<file path="src/rtl/spi_host_ctrl.sv">
// SPI host controller: frames a {cmd, wdata} request onto SS_n/MOSI, one bit
// per clk, and for read-data requests (cmd 2'b11) shifts an 8-bit reply in
// from MISO. The clock is shared with the slave, so no SCLK is generated.
module spi_host_ctrl #(
  parameter int CMD_SETUP = 1,
  parameter int READ_WAIT = 2,
  parameter int IDLE_GAP  = 1
) (
  input  logic       clk,
  input  logic       rst_n,
  input  logic       start,
  input  logic [1:0] cmd,
  input  logic [7:0] wdata,
  output logic       busy,
  output logic       done,
  output logic [7:0] rdata,
  output logic       rdata_valid,
  output logic       MOSI,
  output logic       SS_n,
  input  logic       MISO
);

  localparam int FRAME_BITS = 10;
  localparam int RX_BITS    = 8;

  // One down-counter serves every timed state, so it is sized for the longest.
  localparam int MAX_SR  = (CMD_SETUP > READ_WAIT) ? CMD_SETUP : READ_WAIT;
  localparam int MAX_SG  = (MAX_SR > IDLE_GAP) ? MAX_SR : IDLE_GAP;
  localparam int MAX_CNT = (MAX_SG > FRAME_BITS) ? MAX_SG : FRAME_BITS;
  localparam int CW      = $clog2(MAX_CNT);

  localparam logic [CW-1:0] SETUP_LOAD = CW'((CMD_SETUP > 0) ? CMD_SETUP - 1 : 0);
  localparam logic [CW-1:0] WAIT_LOAD  = CW'((READ_WAIT > 0) ? READ_WAIT - 1 : 0);
  localparam logic [CW-1:0] GAP_LOAD   = CW'((IDLE_GAP > 0) ? IDLE_GAP - 1 : 0);
  localparam logic [CW-1:0] OUT_LOAD   = CW'(FRAME_BITS - 1);
  localparam logic [CW-1:0] IN_LOAD    = CW'(RX_BITS - 1);

  localparam logic [2:0] S_IDLE      = 3'd0;
  localparam logic [2:0] S_SETUP     = 3'd1;
  localparam logic [2:0] S_SHIFT_OUT = 3'd2;
  localparam logic [2:0] S_WAIT      = 3'd3;
  localparam logic [2:0] S_SHIFT_IN  = 3'd4;
  localparam logic [2:0] S_FINISH    = 3'd5;
  localparam logic [2:0] S_GAP       = 3'd6;

  logic [2:0]    state;
  logic [CW-1:0] cnt;
  logic [9:0]    frame_sr;
  logic          is_read;
  logic [6:0]    rx_sr;

  // Frame sequencer: latches the request, walks the phases, collects the reply.
  always_ff @(posedge clk or negedge rst_n) begin
    if (!rst_n) begin
      state    <= S_IDLE;
      cnt      <= '0;
      frame_sr <= '0;
      is_read  <= 1'b0;
      rx_sr    <= '0;
      rdata    <= '0;
    end else begin
      case (state)
        S_IDLE: begin
          if (start) begin
            frame_sr <= {cmd, wdata};
            is_read  <= (cmd == 2'b11);
            if (CMD_SETUP > 0) begin
              state <= S_SETUP;
              cnt   <= SETUP_LOAD;
            end else begin
              state <= S_SHIFT_OUT;
              cnt   <= OUT_LOAD;
            end
          end
        end
        S_SETUP: begin
          if (cnt == '0) begin
            state <= S_SHIFT_OUT;
            cnt   <= OUT_LOAD;
          end else begin
            cnt <= cnt - CW'(1);
          end
        end
        S_SHIFT_OUT: begin
          frame_sr <= {frame_sr[8:0], 1'b0};
          if (cnt == '0) begin
            if (!is_read) begin
              state <= S_FINISH;
            end else if (READ_WAIT > 0) begin
              state <= S_WAIT;
              cnt   <= WAIT_LOAD;
            end else begin
              state <= S_SHIFT_IN;
              cnt   <= IN_LOAD;
            end
          end else begin
            cnt <= cnt - CW'(1);
          end
        end
        S_WAIT: begin
          if (cnt == '0) begin
            state <= S_SHIFT_IN;
            cnt   <= IN_LOAD;
          end else begin
            cnt <= cnt - CW'(1);
          end
        end
        S_SHIFT_IN: begin
          rx_sr <= {rx_sr[5:0], MISO};
          if (cnt == '0) begin
            rdata <= {rx_sr, MISO};
            state <= S_FINISH;
          end else begin
            cnt <= cnt - CW'(1);
          end
        end
        S_FINISH: begin
          if (IDLE_GAP > 0) begin
            state <= S_GAP;
            cnt   <= GAP_LOAD;
          end else begin
            state <= S_IDLE;
          end
        end
        S_GAP: begin
          if (cnt == '0) begin
            state <= S_IDLE;
          end else begin
            cnt <= cnt - CW'(1);
          end
        end
        default: state <= S_IDLE;
      endcase
    end
  end

  // Outputs decode straight from state, so an async reset releases SS_n at once.
  assign SS_n        = !(state inside {S_SETUP, S_SHIFT_OUT, S_WAIT, S_SHIFT_IN});
  assign MOSI        = (state == S_SHIFT_OUT) && frame_sr[9];
  assign busy        = (state != S_IDLE);
  assign done        = (state == S_FINISH);
  assign rdata_valid = (state == S_FINISH) && is_read;

endmodule

</file>
<file path="config.mk">
export PLATFORM = sky130hd
export DESIGN_NAME = spi_host_ctrl
export DESIGN_NICKNAME = d
export VERILOG_FILES = /design/src/rtl/spi_host_ctrl.sv
export SDC_FILE = /design/constraint.sdc
export NUM_CORES = 1
export LEC_CHECK = 0
export ABC_AREA = 1
export CELL_PAD_IN_SITES_DETAIL_PLACEMENT = 2
export CELL_PAD_IN_SITES_GLOBAL_PLACEMENT = 2
export CORE_MARGIN = 2
export CORE_UTILIZATION = 30
export CTS_CLUSTER_DIAMETER = 100
export DETAILED_ROUTE_END_ITERATION = 8
export PLACE_DENSITY_LB_ADDON = 0.25
export SYNTH_ARGS = -nofsm -noshare
export SYNTH_HDL_FRONTEND = slang
export SYNTH_SLANG_ARGS = --single-unit
export TNS_END_PERCENT = 30
</file>
<file path="constraint.sdc">
create_clock -name clk -period 1.5 [get_ports clk]
set_input_delay 0.225 -clock clk [delete_from_list [all_inputs] [get_ports clk]]
set_output_delay 0.225 -clock clk [all_outputs]
set_load 0.05 [all_outputs]
</file>
Word level (Yosys, flattened, before mapping)
Cells that the tools add are included.
{ "classes": {"add_sub_neg": 1, "n_eq_ne": 15, "muxes": 17, "reduce_logical": 15} }
{ "ops": {"columns": ["operator", "n"], "rows": [
  ["$mux W4", 6],
  ["$pmux W4 S6", 1],
  ["$mux W3", 7],
  ["$pmux W3 S7", 1],
  ["$pmux W10 S2", 1],
  ["$ne A2 B2 Y1 const B", 7],
  ["$mux W10", 1],
  ["$eq A3 B3 Y1 const B", 3],
  ["$eq A3 B2 Y1 const B", 2],
  ["$reduce_and A2 Y1", 3],
  ["$reduce_and A6 Y1", 1],
  ["$reduce_bool A6 Y1", 1],
  ["$logic_not A4 Y1", 1],
  ["$reduce_and A4 Y1", 1],
  ["$reduce_bool A4 Y1", 1],
  ["$sub A4 B1 Y4 const B", 1],
  ["$eq A3 B1 Y1 const B", 1],
  ["$logic_not A3 Y1", 1],
  ["$ne A3 B3 Y1 const B", 1],
  ["$reduce_bool A3 Y1", 1],
  ["$eq A2 B2 Y1 const B", 1],
  ["$logic_and A1 B1 Y1", 2],
  ["$reduce_bool A2 Y1", 1],
  ["$reduce_or A2 Y1", 1],
  ["$logic_not A1 Y1", 1]
]} }
{ "totals": {"ff_bits": 33, "inputBits": 14, "output_inout_bits": 13, "wordCells": 54} }

Longest topological paths before layout
{ "depth": {"depth_word": 4, "depth_mapped": 10} }

Worst setup path before layout
Ideal clock, no wire load.
{ "synth_timing": {"path_kind": "register to output", "from": "register state[2]", "to": "output rdata_valid", "arrival_time_ns": 1.686, "required_time_ns": 1.275, "slack_ns": -0.411, "path_stages_with_launch": 3, "path_buffers": 0, "path_cell_list": "dfrtp_1 -> inv_4 -> nor3_1"} }
{ "synth_between": {"elab_chain_len": 2} }
{ "synth_rtl": {"columns": ["item", "line_no", "rtl"], "rows": [
  ["start: declaration", "46", "logic [2:0] state;"],
  ["start signal: assignment", "55", "state <= S_IDLE;"],
  ["start signal: assignment", "68", "state <= S_SETUP;"],
  ["start signal: assignment", "71", "state <= S_SHIFT_OUT;"],
  ["$eq A3 B3 Y1", "142", "assign rdata_valid = (state == S_FINISH) && is_read;"],
  ["$logic_and A1 B1 Y1", "142", null],
  ["end: declaration", "17", "output logic rdata_valid,"]
]} }
No other way between the ends.

Final worst setup path
{ "layout_timing": {"from": "register state[1]", "to": "output busy"} }
{ "layout_between": {"elab_chain_len": 1} }
{ "layout_rtl": {"columns": ["item", "line_no", "rtl"], "rows": [
  ["$reduce_bool A3 Y1", "140", "assign busy = (state != S_IDLE);"],
  ["end: declaration", "14", "output logic busy,"]
]} }
No other way between the ends.

==> run metrics <==
failing checks=setup timing; Hold Violations, Final=0; Crit. End Element=output port; DR WL/cell=19.5 µm; I/O Pins=27; I/O Buffers=26; Fmax=0.612 GHz; Core Region=5570 µm²; Relative slew margins=between 70% and 80%; Die Wd=between 80 and 90 µm; vias=1740; Worst Path Arrival=roughly 1400 ps; Initial Utilization=31.5%; cts bufs inserted=5; total gr overflow=0; data required time at the worst endpoint=approximately 1300 ps; filler cell count=~640; Post-Synthesis Mean Instance Area=slightly above 8 µm²; Leak=1.27 nW; site row count=27; Min Hold Slack=~290 ps; post-synthesis sequential area ratio=47.0%; Syn. warnings=0; most frequent cells in the layout=nand2_1, buf_4, dfrtp_1; ant diodes=0; root buffer cell=clkbuf_8; H-tree depth=2; synthesized net count=233; fin. max-slew vios=0; vias in the first global route=1852; largest area contributor in the netlist=dfrtp_1; CTS tree=yes; Worst Tran Pin Value=396 ps; critical path launch point type=flip-flop; Area contributors post-synth=dfrtp_1, nand2_1, inv_1, nand3_1, o21ai_0; Fin Setup TNS=-1550 ps; final period utilization=109%; Yosys top cell area share=47.0%; Final ANT Viol Nets=0; post-layout util=a little under half; die area=6480 µm²; critical path peak fanout=3; setup ws final=-135 ps; Tot GR Track Use=20.4%; count of cell types in the netlist=26; CP Class=reg2out; Die Ht=80.5 µm; GP Congestion=0.751; RSZ-0062 raised after global routing=true; maximum VDD drop=0.925 mV; Worst-path clk slew=around 80 ps; Area Overhead vs Synth=48.0%; Hold WC Path Type=in2async; Cell Area, Synth=1760 µm²; Post-CTS Hold Buffers=0; Cell Pwr Density=2540 nW/µm²; drt drc=0; Placed Area=2200 µm²; max cap viols=0; clock sinks=33; final setup fails=24; first-pass GRT wire length=between 9000 and 10000 µm; Routed Wire Length=6790 µm; Yosys reg bits=33; largest net degree at the start of global routing=34; min cycle time layout=1640 ps; post-route cell area=2600 µm²; dpl hpwl=3460 µm; DRT iter0 DRCs=between 50 and 60; clock buffer depth=2; Cells after Synth=217; 1st-pass router iterations=4; worst skew pair latency=approximately 300 ps; status=finished with violations; vias per cell=5.00; R2R Setup Slk=-120 ps; commonest non-fill, non-tap cell in the layout=nand2_1; share of cells above drive strength 1=34.4%; Clock Skew=a little under 9 ps; nets@finish=291; initial antenna violation count=0
==> critical path: stages, from the launching register on <==
cell     delay, ps
dfrtp_1        420
inv_2          120
buf_4          140
buf_4          140
nand3_4        110
buf_12         170
==> where the power goes <==
part	internal (W)	switching, W
sequential	0.00128	0.000227
combinational	0.00153	0.00263
clock	0.000541	0.000387
total	0.00335	0.00325
==> cells by family (layout without fill, tap and decap cells) <==
kind of cell / Yosys count / after routing / synth area share (%)
xor+xnor: 1 / 1 / 0.499
flops: 33 / 33 / 47.0
fa+ha+maj: 2 / 2 / 1.43
buf+inv: 36 / 95 / 9.62
simple gates: 108 / 108 / 28.4
compound gates: 37 / 37 / 13.0
==> sequential cells by signal (all words and copies together) (netlist names) <==
name / flops
rdata: 8
frame_sr: 10
cnt: 4
is_read: 1
state: 3
rx_sr: 7
==> area by class of cell <==
class	instances	area [µm²]	share of cell area, %
tap	72	90.1	3.47
timing repair buffer	56	548	21.1
clock inverter	2	37.5	1.45
inverter	31	124	4.77
sequential	33	826	31.8
clock buffer	6	82.6	3.18
multi-input combinational	148	890	34.2
==> routing by layer <==
metal	share of wire, %	up-vias	track usage, %	wire [µm]
met4	3.2	0	10.5	214
met5	0	-	0	0
met2	53	42	35.8	3610
met1	41	878	23.0	2760
met3	3.0	18	4.61	201
li1	-	802	-	-
==> repair_timing <==
action / 4_1_cts / 5_1_grt
buffers inserted: 11 / 6
setup endpoints to repair: 8 / 29
pin swaps: 6 / 5
gates cloned: 0 / 0
resized for setup: 17 / 18
==> path summary, 6_finish.rpt <==
| kind | cells after the start | from | end |
|---|---|---|---|
| hold / removal | 2 | rst_n | frame_sr[5] |
| setup reg to reg | 8 | state[0] | frame_sr[4] |
| hold reg to reg | 2 | rdata[0] | rdata[0] |
| min in group clk | 2 | rdata[0] | rdata[0] |
| setup / recovery | 5 | state[1] | busy |
| max in group asynchronous | 2 | rst_n | rdata[0] |
==> through the flow <==
step                power [W]  setup WS, ps  std cells
global placement      0.00455          75.3        323
finish                0.00660          -135        348
floorplan             0.00359          -149        217
global route          0.00705          -199        348
CTS                   0.00595         -77.7        342
detailed placement    0.00465          3.45        323
==> synthesized netlist by cell type (all sizes together) <==
cell	n
nand2	73
dfrtp	33
inv	30
o21ai	27
nand3	18
nor2	14
o211ai	7
buf	5
ha	2
o22ai	2
a21oi	1
clkinv	1
nand4	1
nor3	1
or2	1
xor2	1
No activity file was read; power rests on OpenSTA's default activity.
